**src/rtl/uart_pkg.sv**
```systemverilog
// Shared UART types and constants for the transmit and receive paths.
package uart_pkg;

    // Transmit frame sequencing states.
    typedef enum logic [2:0] {
        IDLE,
        START,
        DATA,
        PARITY,
        STOP
    } tx_state_t;

    // Encodings for the PARITY_ODD parameter.
    localparam int PARITY_EVEN = 0;
    localparam int PARITY_ODD  = 1;

endpackage

```
**src/rtl/uart_tx_ctrl_if.sv**
```systemverilog
// Host-side byte handshake plus serial line and status of the UART transmitter.
interface uart_tx_ctrl_if #(
    parameter int DATA_BITS = 8
);
    logic                 tx_valid;
    logic [DATA_BITS-1:0] tx_data;
    logic                 tx_ready;
    logic                 tx;
    logic                 busy;
    logic                 done;

    // Byte source side.
    modport master (
        output tx_valid,
        output tx_data,
        input  tx_ready,
        input  tx,
        input  busy,
        input  done
    );

    // Transmitter side.
    modport slave (
        input  tx_valid,
        input  tx_data,
        output tx_ready,
        output tx,
        output busy,
        output done
    );
endinterface

```
**src/rtl/uart_baud_gen.sv**
```systemverilog
// Bit-time counter: counts 0..CLKS_PER_BIT-1 and flags the last cycle of each bit.
// Held at zero while clear is high so every bit period starts from a known phase.
module uart_baud_gen #(
    parameter int CLKS_PER_BIT = 16
) (
    input  logic clk,
    input  logic nrst,
    input  logic clear,
    output logic tick
);
    localparam int                CNT_W    = $clog2(CLKS_PER_BIT);
    localparam logic [CNT_W-1:0]  CNT_LAST = CNT_W'(CLKS_PER_BIT - 1);

    logic [CNT_W-1:0] count_reg;

    // Free-running bit-time count, wrapping at the terminal value.
    always_ff @(posedge clk) begin
        if (!nrst || clear) begin
            count_reg <= '0;
        end else if (count_reg == CNT_LAST) begin
            count_reg <= '0;
        end else begin
            count_reg <= count_reg + CNT_W'(1);
        end
    end

    assign tick = (count_reg == CNT_LAST);

endmodule

```
**src/rtl/uart_tx_ctrl.sv**
```systemverilog
// UART transmit controller: takes one byte per handshake and serialises it
// LSB-first as start, data, optional parity and stop bits on a registered tx line.
module uart_tx_ctrl
    import uart_pkg::*;
#(
    parameter int CLKS_PER_BIT = 16,
    parameter int DATA_BITS    = 8,
    parameter int PARITY_EN    = 0,
    parameter int PARITY_ODD   = 0,
    parameter int STOP_BITS    = 1
) (
    input  logic           clk,
    input  logic           nrst,
    uart_tx_ctrl_if.slave  bus
);
    // The counter serves both the data bits and the stop bits.
    localparam int                    BIT_CNT_W = $clog2(DATA_BITS);
    localparam logic [BIT_CNT_W-1:0]  DATA_LAST = BIT_CNT_W'(DATA_BITS - 1);
    localparam logic [BIT_CNT_W-1:0]  STOP_LAST = BIT_CNT_W'(STOP_BITS - 1);
    localparam logic                  ODD_SEL   = (PARITY_ODD != 0);
    localparam logic                  USE_PAR   = (PARITY_EN != 0);

    tx_state_t              state_reg;
    logic [DATA_BITS-1:0]   shift_reg;
    logic                   parity_reg;
    logic [BIT_CNT_W-1:0]   bit_cnt_reg;
    logic                   tx_reg;
    logic                   done_reg;
    logic                   bit_tick;
    logic                   baud_clear;

    // The baud counter idles at zero, so START always gets a full bit time;
    // later state changes happen on bit_tick where the counter wraps anyway.
    assign baud_clear = (state_reg == IDLE);

    uart_baud_gen #(
        .CLKS_PER_BIT (CLKS_PER_BIT)
    ) u_baud (
        .clk   (clk),
        .nrst  (nrst),
        .clear (baud_clear),
        .tick  (bit_tick)
    );

    // Frame FSM; tx is set one edge ahead so it changes exactly at bit boundaries.
    always_ff @(posedge clk) begin
        if (!nrst) begin
            state_reg   <= IDLE;
            shift_reg   <= '0;
            parity_reg  <= 1'b0;
            bit_cnt_reg <= '0;
            tx_reg      <= 1'b1;
            done_reg    <= 1'b0;
        end else begin
            done_reg <= 1'b0;
            case (state_reg)
                IDLE: begin
                    tx_reg <= 1'b1;
                    if (bus.tx_valid) begin
                        shift_reg   <= bus.tx_data;
                        parity_reg  <= (^bus.tx_data) ^ ODD_SEL;
                        bit_cnt_reg <= '0;
                        tx_reg      <= 1'b0;
                        state_reg   <= START;
                    end
                end
                START: begin
                    if (bit_tick) begin
                        tx_reg      <= shift_reg[0];
                        bit_cnt_reg <= '0;
                        state_reg   <= DATA;
                    end
                end
                DATA: begin
                    if (bit_tick) begin
                        if (bit_cnt_reg == DATA_LAST) begin
                            bit_cnt_reg <= '0;
                            if (USE_PAR) begin
                                tx_reg    <= parity_reg;
                                state_reg <= PARITY;
                            end else begin
                                tx_reg    <= 1'b1;
                                state_reg <= STOP;
                            end
                        end else begin
                            shift_reg   <= shift_reg >> 1;
                            tx_reg      <= shift_reg[1];
                            bit_cnt_reg <= bit_cnt_reg + BIT_CNT_W'(1);
                        end
                    end
                end
                PARITY: begin
                    if (bit_tick) begin
                        tx_reg      <= 1'b1;
                        bit_cnt_reg <= '0;
                        state_reg   <= STOP;
                    end
                end
                STOP: begin
                    if (bit_tick) begin
                        if (bit_cnt_reg == STOP_LAST) begin
                            bit_cnt_reg <= '0;
                            done_reg    <= 1'b1;
                            state_reg   <= IDLE;
                        end else begin
                            bit_cnt_reg <= bit_cnt_reg + BIT_CNT_W'(1);
                        end
                    end
                end
                default: begin
                    tx_reg    <= 1'b1;
                    state_reg <= IDLE;
                end
            endcase
        end
    end

    assign bus.tx_ready = (state_reg == IDLE);
    assign bus.busy     = (state_reg != IDLE);
    assign bus.tx       = tx_reg;
    assign bus.done     = done_reg;

endmodule

```
**src/flat_wrapper.sv**
```systemverilog
// flat-port wrapper written by rule: the top's interface ports become plain ports
module uart_tx_ctrl_flat import uart_pkg::*;
#(
    parameter int CLKS_PER_BIT = 16,
    parameter int DATA_BITS    = 8,
    parameter int PARITY_EN    = 0,
    parameter int PARITY_ODD   = 0,
    parameter int STOP_BITS    = 1
)
  (clk, nrst, bus_tx_valid, bus_tx_data, bus_tx_ready, bus_tx, bus_busy, bus_done);
  uart_tx_ctrl_if #(.DATA_BITS(DATA_BITS)) bus_i ();
  input  logic clk;
  input  logic nrst;
  input wire logic [$bits(bus_i.tx_valid)-1:0] bus_tx_valid;
  input wire logic [$bits(bus_i.tx_data)-1:0] bus_tx_data;
  output wire logic [$bits(bus_i.tx_ready)-1:0] bus_tx_ready;
  output wire logic [$bits(bus_i.tx)-1:0] bus_tx;
  output wire logic [$bits(bus_i.busy)-1:0] bus_busy;
  output wire logic [$bits(bus_i.done)-1:0] bus_done;
  assign bus_i.tx_valid = bus_tx_valid;
  assign bus_i.tx_data = bus_tx_data;
  assign bus_tx_ready = bus_i.tx_ready;
  assign bus_tx = bus_i.tx;
  assign bus_busy = bus_i.busy;
  assign bus_done = bus_i.done;
  uart_tx_ctrl #(.CLKS_PER_BIT(CLKS_PER_BIT), .DATA_BITS(DATA_BITS), .PARITY_EN(PARITY_EN), .PARITY_ODD(PARITY_ODD), .STOP_BITS(STOP_BITS)) u_core (.clk(clk), .nrst(nrst), .bus(bus_i));
endmodule
```
**config.mk**
```make
export PLATFORM = sky130hd
export DESIGN_NAME = uart_tx_ctrl_flat
export DESIGN_NICKNAME = d
export VERILOG_FILES = /design/src/rtl/uart_pkg.sv /design/src/rtl/uart_tx_ctrl_if.sv /design/src/rtl/uart_baud_gen.sv /design/src/rtl/uart_tx_ctrl.sv /design/src/flat_wrapper.sv
export SDC_FILE = /design/constraint.sdc
export NUM_CORES = 1
export LEC_CHECK = 0
export ABC_AREA = 0
export BUFFER_PORTS_ARGS = -buffer_cell sky130_fd_sc_hd__buf_2
export CAP_MARGIN = 30
export CORE_MARGIN = 1.5
export CORE_UTILIZATION = 50
export CTS_BUF_LIST = sky130_fd_sc_hd__clkbuf_4
export CTS_CLUSTER_DIAMETER = 40
export CTS_CLUSTER_SIZE = 10
export DETAILED_ROUTE_END_ITERATION = 8
export PLACE_DENSITY = 0.77
export SYNTH_ARGS = -nofsm -noshare
export SYNTH_HDL_FRONTEND = slang
export SYNTH_SLANG_ARGS = --single-unit
```
**constraint.sdc**
```tcl
create_clock -name clk -period 1.9 [get_ports clk]
set_clock_uncertainty 0.2 [all_clocks]
set_input_delay 0.095 -clock clk [delete_from_list [all_inputs] [get_ports clk]]
set_output_delay 0.095 -clock clk [all_outputs]
set_load 0.05 [all_outputs]
```
; ---- Yosys cells after proc, flatten, opt, wreduce, memory -nomap -nowiden
; Cells that the tools add are included.
; Widths: inputs -> output; s select.
[op_classes]
mux = 26
add_sub_neg = 2
reduce_logical = 14
bitwise = 1
n_eq_ne = 15
[op_table]
columns = op, count
row1 = $mux 3, 13
row2 = $mux 8, 3
row3 = $pmux 8 s2, 1
row4 = $pmux 3 s5, 1
row5 = $ne 2x1->1 const B, 7
row6 = $pmux 3 s4, 1
row7 = $reduce_and 4->1, 2
row8 = $reduce_and 7->1, 1
row9 = $eq 3x2->1 const B, 2
row10 = $eq 3x3->1 const B, 2
row11 = $logic_not 3->1, 2
row12 = $mux 1, 6
row13 = $pmux 1 s5, 1
row14 = $reduce_and 5->1, 1
row15 = $add 4x1->4 const B, 1
row16 = $eq 4x4->1 const B, 1
row17 = $ne 2x2->1 const B, 2
row18 = $reduce_bool 4->1, 1
row19 = $reduce_or 2->1, 2
row20 = $add 3x1->3 const B, 1
row21 = $eq 3x1->1 const B, 1
row22 = $reduce_and 3->1, 1
row23 = $reduce_bool 3->1, 1
row24 = $reduce_bool 2->1, 1
row25 = 3 further kinds, 3
[word_totals]
ff_bits = 20

; ---- Logic depth before layout (Yosys ltp)
; Gate-level depths: netlist of run 1.
[depth]
word_depth = 4
depth_mapped = 7
mapped_depth_nobuf = 6

; ---- Cells and area by module
; Synthesis of run 1 repeated with hierarchy kept, for this count alone.
[unflattened]
cells_unflattened = 117
hier_area_um2 = 1116.1
[by_module_without_submodules]
columns = module, area_each_um2, instances, seq_area_each_um2, cells_each
row1 = uart_tx_ctrl, 953.4, 1, 320.3, 102
row2 = uart_baud_gen, 162.7, 1, 80.1, 15

; ---- Least setup slack after synthesis of run 1
; No wires, ideal clock.
[synth_path]
kind = register -> register
from = reg u_core.state_reg[0]
to = reg u_core.u_baud.count_reg[2]
t_required_ns = 1.579
path_slack_ns = -0.973
stages_incl_launch_ff = 6
arrival_ns = 2.552
cell_sequence = dfxtp_1 buf_4 nor3_1 inv_1 nand3_1 nor2_1
[synth_between]
elab_chain_cells = 3
[synth_rtl]
columns = element, line_no
row1 = "start, declared", uart_tx_ctrl.sv:23  ; tx_state_t state_reg;
row2 = "start signal, assigned", uart_tx_ctrl.sv:48  ; state_reg <= IDLE;
row3 = "start signal, assigned", uart_tx_ctrl.sv:64  ; state_reg <= START;
row4 = "start signal, assigned", uart_tx_ctrl.sv:71  ; state_reg <= DATA;
row5 = $logic_not 3->1, -
row6 = via bus_tx_ready, flat_wrapper.sv:16  ; output wire logic [$bits(bus_i.tx_ready)-1:0] bus_tx_ready;
row7 = $logic_or 1x1->1, uart_baud_gen.sv:18  ; if (!nrst || clear) begin
row8 = $reduce_or 2->1 (no source line), -
row9 = "end signal, assigned", uart_baud_gen.sv:23  ; count_reg <= count_reg + CNT_W'(1);
row10 = "end, declared", uart_baud_gen.sv:14  ; logic [CNT_W-1:0] count_reg;
; The timed path passes the listed nets, and every way through them passes these cells.
; A chain may end at the register's enable or synchronous reset.

; ---- Final worst setup path of run 1
[layout_path]
from = reg u_core.bit_cnt_reg[1]
to = reg u_core.shift_reg[2]
[layout_between]
elab_chain_cells = 3
[layout_rtl]
columns = element, line_no
row1 = "start, declared", uart_tx_ctrl.sv:26  ; logic [BIT_CNT_W-1:0] bit_cnt_reg;
row2 = "start signal, assigned", uart_tx_ctrl.sv:88  ; bit_cnt_reg <= bit_cnt_reg + BIT_CNT_W'(1);
row3 = "start signal, assigned", uart_tx_ctrl.sv:106  ; bit_cnt_reg <= bit_cnt_reg + BIT_CNT_W'(1);
row4 = $eq 3x3->1, uart_tx_ctrl.sv:76  ; if (bit_cnt_reg == DATA_LAST) begin
row5 = $ne 2x2->1 (no source line), -
row6 = $reduce_and 4->1 (no source line), -
row7 = "end signal, assigned", uart_tx_ctrl.sv:60  ; shift_reg <= bus.tx_data;
row8 = "end signal, assigned", uart_tx_ctrl.sv:86  ; shift_reg <= shift_reg >> 1;
row9 = "end, declared", uart_tx_ctrl.sv:24  ; logic [DATA_BITS-1:0] shift_reg;
; Every way passes these cells.

==> reports/results.md, run 1 <==
## Die
- 0.5433 — initial core utilization
- 49.88 um — die span in y
- 0.002488 mm^2 — Die Outline Area
- 16 — number of placement rows
- 49.88 um — DIE WIDTH
- 15 — count of pins on the block boundary
- 0.002022 mm^2 — Floorplan Core Area

## Route
- 0 — antenna violation net count after detailed routing
- 23 — First DRT Iteration DRCs
- 2.177 mm — wirelength, routed
- 0 — Residual DRC
- 4 — Pre-antenna DRT Iters
- 5.571 — via density per instance
- 947 — vias after detailed routing
- 12.81 um — wire per inst

## Final layout
- dfxtp_1, buf_2, mux2i_1, nor2_1 — commonest non-fill, non-tap cells in the layout
- 0.001314 mm^2 — final instance area
- 0.2028 — fraction of layout cells with a size suffix above 1
- 8 — flip-flop count of the largest register, all copies and words added
- 19.59% — synth-to-layout area growth
- 161 — Total Nets Final
- dfxtp_1 — most common cell after layout, fill and taps aside
- 0 — number of inserted diodes
- 0.6498 — Post-Route Utilization

## Global routing
- 0 — initial antenna violation count
- 874 — vias in the first global route
- 3.615 mm — first-pass GRT wire length
- met2 — busiest layer in global routing
- 17 — maximum number of pins on one net before global-route repair
- 0.2292 — global-route track usage on met1
- 0.06061 — global routing met3 resource utilization
- 0.1877 — global-route usage over all layers
- 0 — overflow left after global routing
- 0.3178 — global routing met2 resource utilization

## Clocking
- 0.10 ns — Clock transition at path regs
- clkbuf_4 — Clk Tree Root Cell
- 0.30 ns — insertion delay to the later sink of the worst-skew pair
- 3 — CTS buffer count
- 2 — Bufs on Longest Clock Path
- 1 — Clock H-tree levels
- done — TritonCTS clock tree
- 20 — sinks on the clock net

## STA
- 0.9689 — period utilization
- 0 — total of endpoints with negative setup slack in the final report
- 0 ns — setup total negative slack
- 0.4607 ns — worst-margin pin slew
- 0 — final max-slew violation count
- 543.2 MHz — maximum clock rate
- 1.841 ns — Period minus WS final
- 0 — Hold Violations, Final
- 0.6924 — headroom to the max-slew limit

## Hold path
- register to register — worst min-delay path category

## Setup path
- 1.91 ns — required time of the critical path
- register to register — path type of the worst setup path
- 1.85 ns — CP Data Arrival Time
- register — sort of element at the start of the critical path
- register — nature of the critical path endpoint
- 13 — critical-path maximum fanout

## Logic synthesis
- 119 — count of mapped cells out of synthesis
- 31 — post-synthesis cell type count
- dfxtp_1, mux2i_1, ha_1 — top area cells in the synthesized netlist
- 9.232 um^2 — average cell area after synthesis
- 0.001099 mm^2 — area of the mapped netlist
- dfxtp_1 — largest area contributor in the synthesized netlist
- 0 — count of warnings emitted by yosys
- 135 — net count after synthesis
- 0.3645 — fraction of synthesized cell area taken by the top area cell type
- 0.3645 — sequential-to-total area share from yosys stat
- 20 — synthesis-stage register bit count

## Pwr
- 0.0007952 W — total power consumption of the routed design
- 0.3984 mV — peak ir drop on the vdd network
- 605.3 mW/mm^2 — power density over the cells
- 0.5306 nW — Static Leakage

## Outcome
- completed — run status

## Place
- 14 — Port Buf Inserts
- 0.8354 — global placement routability congestion
- 0.001162 mm^2 — post-detailed-placement cell area
- 1.486 mm — Detail Placement HPWL

## Job
- 0 — reported max-cap violation count

## power breakdown
group	leakage [nW]	internal, W	switching [W]
Clock	0.0138	0.0000739	0.000118
Sequential	0.164	0.000440	0.0000143
Combinational	0.353	0.0000662	0.0000831
Total	0.531	0.000580	0.000215
## layer usage
metal	vias to the layer above	part of all wire
li1	475	-
met1	434	0.44
met2	34	0.49
met3	4	0.055
met4	0	0.011
met5	-	0
## cell type report
type                    instances  area (um^2)
clock buffers                   3        22.52
well taps                      27        33.78
inverters                       6        22.52
fillers                       177        708.2
repair buffers                 28        212.7
multi-input cells              86        620.6
flip-flops and latches         20        401.6
## kinds of logic after synthesis
logic type	after synthesis	share of synthesized area
XOR/XNOR	2	0.01595
buffers and inverters	13	0.08770
AO/OA/AOI/OAI	30	0.1868
AND/OR/NAND/NOR	38	0.1879
multiplexers	11	0.1002
adder cells (fa/ha/maj)	5	0.05695
flip-flops	20	0.3645
## synth_stat cells (all sizes together)
master  count
nor2       12
inv         6
nand3b      1
xnor2       1
a21oi      10
o21ai       6
nor2b       2
nand2b      6
dfxtp      20
o21a        2
o22ai       2
and3        1
ha          5
clkbuf      1
xor2        1
nor3        1
nand3       7
and2        1
a32oi       1
buf         6
a311oi      7
nand2       7
mux2i      11
a22oi       1
a22o        1
## worst max-delay path: stages, from the launching register on
cell	delay [ns]
dfxtp_1	0.35
ha_1	0.21
ha_1	0.20
nand2b_4	0.15
o21ai_4	0.15
buf_12	0.15
a21oi_1	0.07
a311oi_1	0.27
## repair_timing
item / in CTS / in global routing
resized for setup: 0 / 2
endpoints found under the hold margin: 16 / 0
pin swaps: 1 / 3
cloned: 0 / 0
setup buffers: 1 / 0
setup endpoints to repair: 1 / 7
hold buffers: 10 / 0
## stage by stage
| stage | hold slack (ns) | setup slack (ns) | instances |
|---|---|---|---|
| after floorplan | 0.04330 | -0.02851 | 119 |
| after global placement | 0.1684 | 0.08210 | 156 |
| after detailed placement | 0.1803 | 0.005436 | 156 |
| after CTS | 0.2677 | 0.03216 | 170 |
| after global routing | 0.2739 | -0.02505 | 170 |
| final | 0.2610 | 0.05914 | 170 |
## path summary, 6_finish.rpt
kind / from / end / slack, ns / cells past startpoint
setup / recovery: u_core.bit_cnt_reg[1] / u_core.shift_reg[2] / 0.06 / 7
hold / removal: u_core.u_baud.count_reg[0] / u_core.u_baud.count_reg[0] / 0.26 / 1
setup reg to reg: u_core.bit_cnt_reg[1] / u_core.shift_reg[2] / 0.06 / 7
hold reg to reg: u_core.u_baud.count_reg[0] / u_core.u_baud.count_reg[0] / 0.26 / 1
Note: power is estimated with default switching activity, not from simulation.
==> inputs of run 2 (changes only) <==
--- a/config.mk
+++ b/config.mk
@@ -14,6 +14,7 @@
 export CTS_CLUSTER_DIAMETER = 40
 export CTS_CLUSTER_SIZE = 10
 export DETAILED_ROUTE_END_ITERATION = 8
+export MAX_ROUTING_LAYER = met4
 export PLACE_DENSITY = 0.77
 export SYNTH_ARGS = -nofsm -noshare
 export SYNTH_HDL_FRONTEND = slang
==> run 2 against run 1 <==
Compared with the run above: final cell count unchanged; worst hold slack worse by 0.0019 ns; register-to-register slack is essentially flat; power rose by 0.19%; sequential cell count unchanged; utilization did not move; critical path depth unchanged.
==> reports/results.md, run 2 (synthesis gave the netlist of run 1 again) <==
## Die
- 0.002022 mm^2 — Floorplan Core Area, unchanged
- 49.88 um — die span in y, unchanged
- 49.88 um — DIE WIDTH, unchanged
- 0.5433 — initial core utilization, unchanged
- 15 — count of pins on the block boundary, unchanged
- 0.002488 mm^2 — Die Outline Area, unchanged
- 16 — number of placement rows, unchanged

## Outcome
- completed — run status, unchanged

## STA
- 1.847 ns — Period minus WS final, was 1.841 ns
- 541.5 MHz — maximum clock rate, was 543.2 MHz
- 0 — final max-slew violation count, unchanged
- 0 — total of endpoints with negative setup slack in the final report, unchanged
- 0.6883 — headroom to the max-slew limit, was 0.6924
- 0.4669 ns — worst-margin pin slew, was 0.4607 ns
- 0.2592 ns — final-layout worst hold slack, was 0.2610 ns
- 0 — Hold Violations, Final, unchanged
- 0.9719 — period utilization, was 0.9689

## Route
- 0 — antenna violation net count after detailed routing, unchanged
- 0 — Residual DRC, unchanged
- 12.96 um — wire per inst, was 12.81 um
- 2.203 mm — wirelength, routed, was 2.177 mm
- 25 — First DRT Iteration DRCs, was 23
- 4 — Pre-antenna DRT Iters, unchanged
- 5.565 — via density per instance, was 5.571
- 946 — vias after detailed routing, was 947

## Clocking
- 1 — Clock H-tree levels, unchanged
- done — TritonCTS clock tree, unchanged
- 0.10 ns — Clock transition at path regs, about the same
- 0.30 ns — insertion delay to the later sink of the worst-skew pair, about the same
- clkbuf_4 — Clk Tree Root Cell, unchanged
- 2 — Bufs on Longest Clock Path, unchanged
- 3 — CTS buffer count, unchanged
- 20 — sinks on the clock net, unchanged

## Global routing
- 869 — vias in the first global route, was 874
- 0.1936 — global-route usage over all layers, was 0.1877
- 0 — initial antenna violation count, unchanged
- 3.629 mm — first-pass GRT wire length, was 3.615 mm
- 0 — overflow left after global routing, unchanged
- 17 — maximum number of pins on one net before global-route repair, unchanged

## Hold path
- register to register — worst min-delay path category, unchanged

## Final layout
- 0 — number of inserted diodes, unchanged
- dfxtp_1, buf_2, mux2i_1, nor2_1 — commonest non-fill, non-tap cells in the layout, unchanged
- 0.2028 — fraction of layout cells with a size suffix above 1, unchanged
- dfxtp_1 — most common cell after layout, fill and taps aside, unchanged
- 161 — Total Nets Final, unchanged
- 19.59% — synth-to-layout area growth, unchanged
- 177 — fillcell total, unchanged
- 170 — final instance count without filler cells, unchanged
- 8 — flip-flop count of the largest register, all copies and words added, unchanged

## Setup path
- 0.35 ns — highest cell delay on the worst timing path, about the same
- ha_1 > ha_1 > nand2b_4 > o21ai_4 > buf_12 > a21oi_1 > a311oi_1 — worst path cell trace, unchanged
- 1.91 ns — required time of the critical path, about the same
- 1.85 ns — CP Data Arrival Time, about the same
- register to register — path type of the worst setup path, unchanged
- register — nature of the critical path endpoint, unchanged
- register — sort of element at the start of the critical path, unchanged
- ha_1 — Worst path most repeated cell, unchanged
- dfxtp_1 — slowest cell on the critical path, unchanged
- 13 — critical-path maximum fanout, unchanged

## Pwr
- 606.5 mW/mm^2 — power density over the cells, was 605.3 mW/mm^2
- 0.0007967 W — total power consumption of the routed design, was 0.0007952 W
- 0.3994 mV — peak ir drop on the vdd network, was 0.3984 mV
- 0.5306 nW — Static Leakage, unchanged

## Place
- 1.486 mm — Detail Placement HPWL, unchanged
- 156 — instance count after placement with tap cells included, unchanged
- 0.8483 — global placement routability congestion, was 0.8354
- 14 — Port Buf Inserts, unchanged

## Job
- 0 — reported max-cap violation count, unchanged

## run 2: cell counts in the layout (fill, tap and decap cells not counted)
Identical to the previous run, type by type.
## run 2: critical path, delay by kind of cell (launching register included)
family	cells	cell delay, ns
flops	1	0.35
buf+inv	1	0.14
fa+ha+maj	2	0.40
simple gates	1	0.15
compound gates	3	0.50
## run 2: worst paths after layout
path | depth (start not counted) | startpoint | slack, ns | endpoint
hold / removal | 1 | u_core.u_baud.count_reg[0] | 0.26 | u_core.u_baud.count_reg[0]
hold reg to reg | 1 | u_core.u_baud.count_reg[0] | 0.26 | u_core.u_baud.count_reg[0]
setup / recovery | 7 | u_core.bit_cnt_reg[1] | 0.05 | u_core.shift_reg[2]
setup reg to reg | 7 | u_core.bit_cnt_reg[1] | 0.05 | u_core.shift_reg[2]
## run 2: layout make-up
class / instances / area [um^2] / area share
tap: 27 / 33.78 / 0.02571
sequential: 20 / 401.6 / 0.3057
timing repair buffer: 28 / 212.7 / 0.1619
inverter: 6 / 22.52 / 0.01714
multi-input combinational: 86 / 620.6 / 0.4724
clock buffer: 3 / 22.52 / 0.01714
## run 2: metal layers
| layer | GRT usage | vias to the layer above | routed length [um] | part of all wire |
|---|---|---|---|---|
| li1 | - | 474 | - | - |
| met5 | - | - | 0 | 0 |
| met1 | 0.2311 | 432 | 964 | 0.44 |
| met4 | 0.04630 | 0 | 29 | 0.013 |
| met2 | 0.3178 | 34 | 1076 | 0.49 |
| met3 | 0.06061 | 6 | 133 | 0.060 |
## run 2: report_power, final
group | switching, W | leakage [nW] | internal (W)
logic | 0.0000835 | 0.353 | 0.0000662
clock network | 0.000119 | 0.0138 | 0.0000740
registers | 0.0000144 | 0.164 | 0.000440
total | 0.000217 | 0.531 | 0.000580
## run 2: stage by stage
step	setup WS, ns	area, um^2	utilization	setup TNS [ns]
2_1_floorplan	-0.02851	1110	-	-0.08893
3_3_place_gp	0.08210	1162	0.5749	0
6_report	0.05339	1314	0.6498	0
4_1_cts	0.03216	1305	0.6454	0
5_1_grt	-0.02513	1314	0.6498	-0.04218
3_5_place_dp	0.005436	1162	0.5749	0
## run 2: timing repair
item                                    CTS  global route
hold endpoints to repair                 16             0
gates resized for setup                   0             2
buffers inserted                          1             0
hold buffers                             10             0
pin swaps                                 1             3
endpoints found under the setup margin    1             7
gates cloned                              0             0
==> inputs of run 3 (changes only) <==
--- a/config.mk
+++ b/config.mk
@@ -8,14 +8,16 @@
 export ABC_AREA = 0
 export BUFFER_PORTS_ARGS = -buffer_cell sky130_fd_sc_hd__buf_2
 export CAP_MARGIN = 30
+export CELL_PAD_IN_SITES_DETAIL_PLACEMENT = 1
+export CELL_PAD_IN_SITES_GLOBAL_PLACEMENT = 1
 export CORE_MARGIN = 1.5
-export CORE_UTILIZATION = 50
+export CORE_UTILIZATION = 48
 export CTS_BUF_LIST = sky130_fd_sc_hd__clkbuf_4
 export CTS_CLUSTER_DIAMETER = 40
 export CTS_CLUSTER_SIZE = 10
 export DETAILED_ROUTE_END_ITERATION = 8
 export MAX_ROUTING_LAYER = met4
-export PLACE_DENSITY = 0.77
+export PLACE_DENSITY = 0.89
 export SYNTH_ARGS = -nofsm -noshare
 export SYNTH_HDL_FRONTEND = slang
 export SYNTH_SLANG_ARGS = --single-unit
==> constraint.sdc (replaced) <==
create_clock -name clk -period 2.18 [get_ports clk]
set_clock_uncertainty 0.2 [all_clocks]
set_input_delay 0.109 -clock clk [delete_from_list [all_inputs] [get_ports clk]]
set_output_delay 0.109 -clock clk [all_outputs]
set_load 0.05 [all_outputs]
==> run 3 against run 2 <==
Compared with the run above: critical path depth down 1; worst hold slack worse by 0.25 ns; global-route usage up 7.0 points; worst setup slack better by 0.15 ns; fmax down 6.7%; clock power down 9%; via count unchanged; combinational power down 14%; register-to-register slack better by 0.15 ns; critical path type unchanged; largest cell class unchanged.
==> reports/results.md, run 3 (synthesis gave the netlist of run 1 again) <==
## Pwr
- 0.0005010 W — internal power summed over all cells, was 0.0005798 W
- 0.5133 nW — Static Leakage, was 0.5306 nW
- 548.5 mW/mm^2 — power density over the cells, was 606.5 mW/mm^2
- 0.184 — combinational share of power, was 0.188
- 0.0007013 W — total power consumption of the routed design, was 0.0007967 W
- 0.251 — Clk pwr share, was 0.242
- 0.3439 mV — peak ir drop on the vdd network, was 0.3994 mV
- 0.565 — share of power burned in registers, was 0.570
- 0.0002004 W — switching power of the nets, was 0.0002169 W
- 0.2857 — Switching Fraction, was 0.2723

## Clocking
- done — TritonCTS clock tree, unchanged
- 1 — Clock H-tree levels, unchanged
- 20 — sinks on the clock net, unchanged
- 3 — CTS buffer count, unchanged
- clkbuf_4 — Clk Tree Root Cell, unchanged
- 0.30 ns — insertion delay to the later sink of the worst-skew pair, about the same
- 2 — Bufs on Longest Clock Path, unchanged
- 0.11 ns — Clock transition at path regs, was 0.10 ns

## Final layout
- 0.001279 mm^2 — final instance area, was 0.001314 mm^2
- 0.1773 — fraction of layout cells with a size suffix above 1, was 0.2028
- 8 — flip-flop count of the largest register, all copies and words added, unchanged
- dfxtp_1 — most common cell after layout, fill and taps aside, unchanged
- 169 — final instance count without filler cells, was 170
- dfxtp_1, buf_2, mux2i_1, nor2_1 — commonest non-fill, non-tap cells in the layout, unchanged
- 159 — Total Nets Final, was 161
- 0 — number of inserted diodes, unchanged
- 16.40% — synth-to-layout area growth, was 19.59%
- 269 — fillcell total, was 177

## Setup path
- register — nature of the critical path endpoint, unchanged
- 0 — sum of buffers and inverters on the critical path, was 1
- ha_1 — Worst path most repeated cell, unchanged
- o21ai_4 — slowest cell on the critical path, was dfxtp_1
- register to register — path type of the worst setup path, unchanged
- 15 — critical-path maximum fanout, was 13
- 2.19 ns — required time of the critical path, was 1.91 ns
- 0.20 ns — worst setup slack for register-to-register paths, was 0.05 ns
- 1.99 ns — CP Data Arrival Time, was 1.85 ns
- ha_1 > ha_1 > nand2b_1 > o21ai_4 > a21oi_1 > a311oi_1 — worst path cell trace, was ha_1 > ha_1 > nand2b_4 > o21ai_4 > buf_12 > a21oi_1 > a311oi_1
- 0.35 ns — highest cell delay on the worst timing path, about the same
- compound AO/OA/AOI/OAI gates — top cell family by delay on the critical path, unchanged
- register — sort of element at the start of the critical path, unchanged

## Global routing
- 1071 — vias in the first global route, was 869
- 0.04094 — global routing met3 resource utilization, was 0.06061
- met2 — busiest layer in global routing, unchanged
- 0 — initial antenna violation count, unchanged
- 0.2638 — global-route usage over all layers, was 0.1936
- 4.809 mm — first-pass GRT wire length, was 3.629 mm
- 17 — maximum number of pins on one net before global-route repair, unchanged
- 0.2731 — global-route track usage on met1, was 0.2311
- 0 — overflow left after global routing, unchanged
- 0.4846 — global routing met2 resource utilization, was 0.3178

## Hold path
- input pin to register — worst min-delay path category, was register to register

## STA
- 0.9078 — period utilization, was 0.9719
- 0 ns — setup total negative slack, unchanged
- 0 — Hold Violations, Final, unchanged
- 505.3 MHz — maximum clock rate, was 541.5 MHz
- 0.4184 ns — worst-margin pin slew, was 0.4669 ns
- 0 — final max-slew violation count, unchanged
- 0 — total of endpoints with negative setup slack in the final report, unchanged
- 0.7207 — headroom to the max-slew limit, was 0.6883
- 1.979 ns — Period minus WS final, was 1.847 ns
- no — RSZ-0062 raised after global routing
- 0.2011 ns — Setup WS post-layout, was 0.05339 ns

## Die
- 0.002585 mm^2 — Die Outline Area, was 0.002488 mm^2
- 0.002191 mm^2 — Floorplan Core Area, was 0.002022 mm^2
- 15 — count of pins on the block boundary, unchanged
- 0.5014 — initial core utilization, was 0.5433
- 50.84 um — die span in y, was 49.88 um
- 50.84 um — DIE WIDTH, was 49.88 um
- 17 — number of placement rows, was 16

## Route
- 4 — Pre-antenna DRT Iters, unchanged
- 0 — Residual DRC, unchanged
- 5.598 — via density per instance, was 5.565
- 0 — antenna violation net count after detailed routing, unchanged
- 16.28 um — wire per inst, was 12.96 um
- 2.751 mm — wirelength, routed, was 2.203 mm
- 4 — First DRT Iteration DRCs, was 25
- 946 — vias after detailed routing, unchanged

## Job
- 0 — reported max-cap violation count, unchanged

## Place
- 14 — Port Buf Inserts, unchanged
- 0.8010 — global placement routability congestion, was 0.8483
- 1.839 mm — Detail Placement HPWL, was 1.486 mm
- 0.2214 ns — post-place setup slack, was 0.005436 ns
- 0.001156 mm^2 — post-detailed-placement cell area, was 0.001162 mm^2
- 156 — instance count after placement with tap cells included, unchanged

## Outcome
- completed — run status, unchanged

==> run 3: cell count changes in the layout (fill, tap and decap cells not counted), sizes merged <==
| cell | change |
|---|---|
| buf | -2 |
==> run 3: repair_timing <==
item	in CTS	in global routing
setup buffers	0	0
hold buffers	10	0
endpoints found under the hold margin	13	0
resized for setup	0	0
==> run 3: power by group through the flow <==
stage          clock [W]  combinational (W)  sequential [W]
6_report        0.000176           0.000129        0.000397
5_1_grt         0.000200           0.000142        0.000399
4_1_cts         0.000180           0.000127        0.000396
3_5_place_dp           0           0.000112        0.000405
3_3_place_gp           0           0.000107        0.000403
2_1_floorplan          0          0.0000849        0.000406
==> run 3: tightest hold or removal path: cells and delay by family <==
family,cells,cell delay (ns)
AOI/OAI and AO/OA,1,0.12
buffers and inverters,1,0.10
muxes,1,0.14
==> run 3: metrics by stage <==
| stage | util | hold WS, ns |
|---|---|---|
| CTS | 0.5837 | 0.009489 |
| detailed placement | 0.5277 | 0.1993 |
| finish | 0.5837 | 0.008300 |
| global route | 0.5837 | 0.02503 |
| global placement | 0.5277 | 0.1836 |
| floorplan | - | 0.05730 |
==> run 3: worst paths after layout <==
check                                                start                         end  cells after the start
worst max-delay path                 u_core.bit_cnt_reg[0]         u_core.shift_reg[6]                      6
worst min register to register  u_core.u_baud.count_reg[0]  u_core.u_baud.count_reg[0]                      1
worst min-delay path                        bus_tx_data[6]         u_core.shift_reg[6]                      3
worst max register to register       u_core.bit_cnt_reg[0]         u_core.shift_reg[6]                      6
==> run 3: area by class of cell <==
type                            count  area [um^2]  share of cell area
Clock buffer                        3        22.52             0.01761
Inverter                            6        22.52             0.01761
Multi-Input combinational cell     86        613.1              0.4795
Sequential cell                    20        400.4              0.3131
Tap cell                           28        35.03             0.02740
Timing Repair Buffer               26        185.2              0.1448
==> run 3: per-layer routing <==
layer | part of all wire | routed length, um
met1 | 0.41 | 1141
met2 | 0.54 | 1492
met3 | 0.021 | 59
met4 | 0.021 | 57
met5 | 0 | 0
